**config.mk**
```make
export PLATFORM = sky130hd
export DESIGN_NAME = serial_adder_ctrl
export DESIGN_NICKNAME = d
export VERILOG_FILES = /design/src/rtl/serial_adder_ctrl.sv
export SDC_FILE = /design/constraint.sdc
export NUM_CORES = 1
export LEC_CHECK = 0
export BUFFER_PORTS_ARGS = -buffer_cell sky130_fd_sc_hd__clkbuf_2
export CAP_MARGIN = 20
export CORE_MARGIN = 3
export CORE_UTILIZATION = 40
export CTS_CLUSTER_DIAMETER = 60
export CTS_CLUSTER_SIZE = 10
export DETAILED_ROUTE_END_ITERATION = 12
export GPL_ROUTABILITY_DRIVEN = 0
export PLACE_DENSITY = 0.57
export SLEW_MARGIN = 30
export SYNTH_ARGS = -nofsm -noshare
export SYNTH_HDL_FRONTEND = slang
export SYNTH_SLANG_ARGS = --single-unit
```
**constraint.sdc**
```tcl
create_clock -name clk -period 1.8 [get_ports clk]
set_input_delay 0.18 -clock clk [delete_from_list [all_inputs] [get_ports clk]]
set_output_delay 0.18 -clock clk [all_outputs]
set_load 0.02 [all_outputs]
```
**src/rtl/serial_adder_ctrl.sv**
```systemverilog
//-----------------------------------------------------------------------------
// serial_adder_ctrl
//
// Bit-serial adder controller. One 1-bit full-adder cell is time-shared across
// a WIDTH-bit addition, LSB first, one bit per clock. A job is accepted with
// start while idle. It runs for WIDTH cycles, then done pulses for one cycle.
//
// Optional build macro: SERIAL_SUB_EN
//   When defined, adds the 'sub' input. sub=1 turns the job into a - b
//   (two's complement; cout=1 means no borrow). Timing is unchanged.
//
// Ports:
//   clk    in   rising-edge clock
//   rst_n  in   asynchronous active-low reset
//   start  in   job request, sampled only in IDLE
//   a, b   in   WIDTH-bit operands, captured on an accepted start
//   cin    in   carry-in for bit 0, captured on an accepted start
//   sub    in   (SERIAL_SUB_EN only) subtract select, captured with operands
//   busy   out  high while a job is in RUN
//   done   out  one-cycle completion pulse
//   sum    out  registered WIDTH-bit result, held until the next completion
//   cout   out  registered carry-out of bit WIDTH-1, held with sum
//-----------------------------------------------------------------------------
module serial_adder_ctrl #(
    parameter int WIDTH = 8
) (
    input  logic             clk,
    input  logic             rst_n,
    input  logic             start,
    input  logic [WIDTH-1:0] a,
    input  logic [WIDTH-1:0] b,
    input  logic             cin,
`ifdef SERIAL_SUB_EN
    input  logic             sub,
`endif
    output logic             busy,
    output logic             done,
    output logic [WIDTH-1:0] sum,
    output logic             cout
);

    localparam int CNT_W = $clog2(WIDTH);
    localparam logic [CNT_W-1:0] LAST_BIT = CNT_W'(WIDTH - 1);

    typedef enum logic [1:0] {
        S_IDLE,
        S_RUN,
        S_DONE
    } state_t;

    state_t           r_state;
    state_t           w_next;
    logic [WIDTH-1:0] r_a_sh;
    logic [WIDTH-1:0] r_b_sh;
    logic [WIDTH-1:0] r_ps;
    logic [CNT_W-1:0] r_cnt;
    logic             r_carry;
    logic             r_busy;
    logic             r_done;
    logic [WIDTH-1:0] r_sum;
    logic             r_cout;

    logic             w_accept;
    logic             w_last;
    logic [1:0]       w_fa;
    logic [WIDTH-1:0] w_ps_next;
    logic [WIDTH-1:0] w_b_cap;
    logic             w_c_cap;

    // Single shared full-adder cell: returns {carry_out, sum_bit}.
    function automatic logic [1:0] full_add(input logic x, input logic y, input logic c);
        full_add = {(x & y) | (x & c) | (y & c), x ^ y ^ c};
    endfunction

    // Subtraction is a + ~b + 1, so only the B capture and the initial carry
    // differ between the two modes.
`ifdef SERIAL_SUB_EN
    assign w_b_cap = sub ? ~b : b;
    assign w_c_cap = sub ? 1'b1 : cin;
`else
    assign w_b_cap = b;
    assign w_c_cap = cin;
`endif

    assign w_accept  = (r_state == S_IDLE) && start;
    assign w_last    = (r_state == S_RUN) && (r_cnt == LAST_BIT);
    assign w_fa      = full_add(r_a_sh[0], r_b_sh[0], r_carry);
    // New sum bit enters at the MSB; after WIDTH shifts bit 0 sits at the LSB.
    assign w_ps_next = {w_fa[0], r_ps[WIDTH-1:1]};

    always_comb begin
        w_next = r_state;
        case (r_state)
            S_IDLE:  if (start)  w_next = S_RUN;
            S_RUN:   if (w_last) w_next = S_DONE;
            S_DONE:  w_next = S_IDLE;
            default: w_next = S_IDLE;
        endcase
    end

    always_ff @(posedge clk or negedge rst_n) begin
        if (!rst_n) begin
            r_state <= S_IDLE;
            r_busy  <= 1'b0;
            r_done  <= 1'b0;
        end else begin
            r_state <= w_next;
            // Registered decode keeps busy/done glitch-free at the outputs.
            r_busy  <= (w_next == S_RUN);
            r_done  <= (w_next == S_DONE);
        end
    end

    always_ff @(posedge clk or negedge rst_n) begin
        if (!rst_n) begin
            r_a_sh  <= '0;
            r_b_sh  <= '0;
            r_ps    <= '0;
            r_cnt   <= '0;
            r_carry <= 1'b0;
            r_sum   <= '0;
            r_cout  <= 1'b0;
        end else if (w_accept) begin
            r_a_sh  <= a;
            r_b_sh  <= w_b_cap;
            r_ps    <= '0;
            r_cnt   <= '0;
            r_carry <= w_c_cap;
        end else if (r_state == S_RUN) begin
            r_a_sh  <= r_a_sh >> 1;
            r_b_sh  <= r_b_sh >> 1;
            r_ps    <= w_ps_next;
            r_carry <= w_fa[1];
            r_cnt   <= r_cnt + CNT_W'(1);
            if (w_last) begin
                r_sum  <= w_ps_next;
                r_cout <= w_fa[1];
            end
        end
    end

    assign busy = r_busy;
    assign done = r_done;
    assign sum  = r_sum;
    assign cout = r_cout;

endmodule

```
==> flow_summary.json <==
{
  "outcome": "complete, no violations",
  "cts_sinks": 40,
  "critPathKind": "flip-flop to flip-flop",
  "grt_pass1_wl_um": 5910,
  "ys_warn_count": 0,
  "hpwl_um": 2410,
  "max_slew_margin": 0.492,
  "num_rows": 23,
  "min_path_type": "primary input to flip-flop",
  "cts.htree.levels": 2,
  "power.switching_mw": 1.26,
  "grt_usage": 0.149,
  "final_nets": 197,
  "clk_path_buf_depth": 2,
  "fin_setup_tns_ns": 0,
  "dr.pass1.iters": 4,
  "drive_above_1_share": 0.309,
  "rsz0062_at_grt": "no",
  "hp-start": "a[7]",
  "dpl_worst_slack_ns": 0.280,
  "path_cells": "ha_1, ha_1, nand3b_4, mux2_2",
  "setup_ws_ns": 0.272,
  "routedWlPerCell_um": 15.4,
  "tritoncts": "built",
  "grt_max_degree": 22,
  "crit_path_max_fanout": 13,
  "cpPeakStageDelay_ns": 0.41,
  "setup_viol": 0,
  "rr_endpoint": "sum[2]$_DFFE_PN0P_",
  "cts_buffers": 5,
  "yosysSeqAreaShare": 0.583,
  "reg2reg_slack_ns": 0.27,
  "fp.dieW_um": 71.5,
  "p_int_mw": 2.21,
  "pwr-share-comb": 0.365,
  "worst_setup_path_start_kind": "flip-flop",
  "wirelength_um": 3470,
  "gr-total-overflow": 0,
  "final.setup_skew_ns": 0.00468,
  "clk_pin_slew_worst_paths_ns": 0.07,
  "antenna_found_initial": 0,
  "swShare": 0.364,
  "holdPathEnd": "r_a_sh[7]$_DFFE_PN0P_",
  "holdPathStages": 3,
  "endpoint_kind": "flip-flop",
  "port_buffers": 30,
  "worstPathArrival_ns": 1.70,
  "maxCapViolCount": 0,
  "p_leak_nw": 0.969,
  "via_per_inst": 5.32,
  "final_max_slew_viol_count": 0,
  "die_area_um2": 5120,
  "cp_slowest_cell": "dfrtp_1",
  "dr.first_iter.drc_count": 80,
  "core_area_um2": 4060,
  "clkLatencyLatePin_ns": 0.29,
  "syn_nets": 166,
  "synth_seq_cells": 40,
  "detail-route-antenna-nets": 0,
  "ys.flop_type": "dfrtp_1",
  "period_share": 0.849,
  "hold_viol": 0,
  "n_antenna_cell": 0,
  "power_frac_seq": 0.459,
  "ys_types": 29,
  "vias": 1196,
  "cts_root_buffer": "clkbuf_8",
  "grt_pass1_vias": 1231,
  "worstMarginPinSlew_ns": 0.761,
  "syn_area_per_cell_um2": 12.0,
  "syn_area_um2": 1720,
  "cp_data_required_time_ns": 1.97,
  "drc": 0,
  "ios": 31,
  "cts-resized-gates": 0,
  "synth_cells": 143,
  "worstReg2RegStart": "r_cnt[0]$_DFFE_PN0P_",
  "cpMostUsedCell": "ha_1",
  "area_growth_pct": 14.9,
  "cts_setup_buffers": 0,
  "r2r_cells": 4,
  "fmax_ghz": 0.654,
  "vdd_drop_max_mv": 0.664,
  "synth_edf_count": 0,
  "min_period_ns": 1.53,
  "synthArstFlopShare": 1.00,
  "fp.dieH_um": 71.5,
  "initial_utilization": 0.423,
  "power_frac_clock": 0.176,
  "power.density_nw_per_um2": 1760
}
[per-stage QoR]
stage          power, mW  cell area [um2]   util  instances  hold WS (ns)
6_report            3.47             1970  0.487        225         0.154
5_1_grt             3.72             1970  0.487        225         0.155
4_1_cts             3.50             1970  0.487        225         0.152
3_5_place_dp        2.89             1870  0.462        216         0.187
3_3_place_gp        2.84             1870  0.462        216         0.163
2_1_floorplan       2.56             1720      -        143        -0.116
[critical path: cells and delay by family (launching register included)]
kind          cells  cell delay (ns)
fa+ha+maj         2             0.44
simple gates      1             0.20
flops             1             0.41
mux               1             0.36
[final cells by class]
type	count	area, um2
inverter	7	26.3
tap	50	62.6
sequential	40	1000
multi-input combinational	87	619
clock buffer	8	90.1
fill	365	2080
timing repair buffer	33	175
[cells in the mapped netlist, types with 3 or more instances]
library cell	number	area, um2
a21oi_1	15	75.1
a22o_1	8	70.1
buf_2	3	15.0
buf_4	3	22.5
buf_6	3	33.8
dfrtp_1	40	1000
inv_1	5	18.8
mux2_2	3	33.8
mux2_4	4	60.1
nand2_1	6	22.5
nand2b_1	3	18.8
nor2_1	10	37.5
o21ai_0	5	25.0
o22ai_1	17	106
[power groups by stage]
| stage | Sequential [mW] | Clock, mW | Combinational (mW) |
|---|---|---|---|
| detailed placement | 1.60 | 0 | 1.29 |
| finish | 1.59 | 0.610 | 1.26 |
| global route | 1.65 | 0.658 | 1.42 |
| floorplan | 1.64 | 0 | 0.912 |
| CTS | 1.59 | 0.624 | 1.29 |
| global placement | 1.59 | 0 | 1.25 |
[timing repair]
| item | in CTS | in global routing |
|---|---|---|
| setup endpoints to repair | 0 | 0 |
| hold buffers | 1 | 0 |
| endpoints found under the hold margin | 20 | 0 |
[metal layers]
| layer | up-vias | global-route usage | wire length (um) |
|---|---|---|---|
| met1 | 582 | 0.185 | 1560 |
| met2 | 32 | 0.244 | 1670 |
| met5 | - | 0 | 0 |
| li1 | 576 | - | - |
| met4 | 0 | 0.0501 | 53 |
| met3 | 6 | 0.0519 | 184 |
[registers in the layout, summed over array words and instances (netlist names)]
name     count
r_a_sh       8
r_b_sh       8
sum          8
r_ps         7
r_cnt        3
r_state      2
busy         1
cout         1
done         1
r_carry      1
[layout by cell type (no fill, tap or decap)]
| cell | synthesis | final |
|---|---|---|
| a21boi_1 | 1 | 1 |
| a21oi_1 | 15 | 15 |
| a221oi_1 | 1 | 1 |
| a22o_1 | 8 | 8 |
| a41o_1 | 1 | 1 |
| buf_4 | 3 | 2 |
| clkbuf_1 | 0 | 2 |
| clkbuf_2 | 0 | 30 |
| clkbuf_8 | 0 | 6 |
| dfrtp_1 | 40 | 40 |
| dlygate4sd3_1 | 0 | 1 |
| fa_1 | 1 | 1 |
| ha_1 | 2 | 2 |
| inv_1 | 5 | 5 |
| inv_2 | 2 | 2 |
| mux2_2 | 3 | 3 |
| mux2_4 | 4 | 4 |
| nand2_1 | 6 | 6 |
| nand2b_1 | 3 | 3 |
| nand2b_2 | 1 | 1 |
| nand3b_4 | 1 | 1 |
| nor2_1 | 10 | 10 |
| nor2_2 | 2 | 2 |
| nor3_2 | 1 | 1 |
| nor4b_1 | 1 | 1 |
| o21ai_0 | 5 | 5 |
| o21ba_4 | 1 | 1 |
| o21bai_1 | 1 | 1 |
| o22ai_1 | 17 | 17 |
| o32ai_1 | 1 | 1 |
| or2_2 | 1 | 1 |
[how the worst max path moves through the flow]
stage                               from              endpoint  slack, ns
floorplan           r_cnt[0]$_DFFE_PN0P_    sum[3]$_DFFE_PN0P_       0.38
global placement    r_cnt[0]$_DFFE_PN0P_    sum[0]$_DFFE_PN0P_       0.31
detailed placement  r_cnt[0]$_DFFE_PN0P_    sum[0]$_DFFE_PN0P_       0.28
CTS                 r_cnt[0]$_DFFE_PN0P_    sum[0]$_DFFE_PN0P_       0.26
global route        r_state[0]$_DFF_PN0_  r_cnt[0]$_DFFE_PN0P_       0.17
finish              r_cnt[0]$_DFFE_PN0P_    sum[2]$_DFFE_PN0P_       0.27
[cell families (layout without fill, tap and decap cells)]
| kind of cell | after synthesis | after routing | synth area share |
|---|---|---|---|
| AOI/OAI and AO/OA | 51 | 51 | 0.195 |
| muxes | 7 | 7 | 0.0546 |
| DFF | 40 | 40 | 0.583 |
| adders and majority gates | 3 | 3 | 0.0262 |
| buffers and inverters | 16 | 48 | 0.0568 |
| and+or+nand+nor | 26 | 26 | 0.0845 |
(Power assumes the default switching activity.)
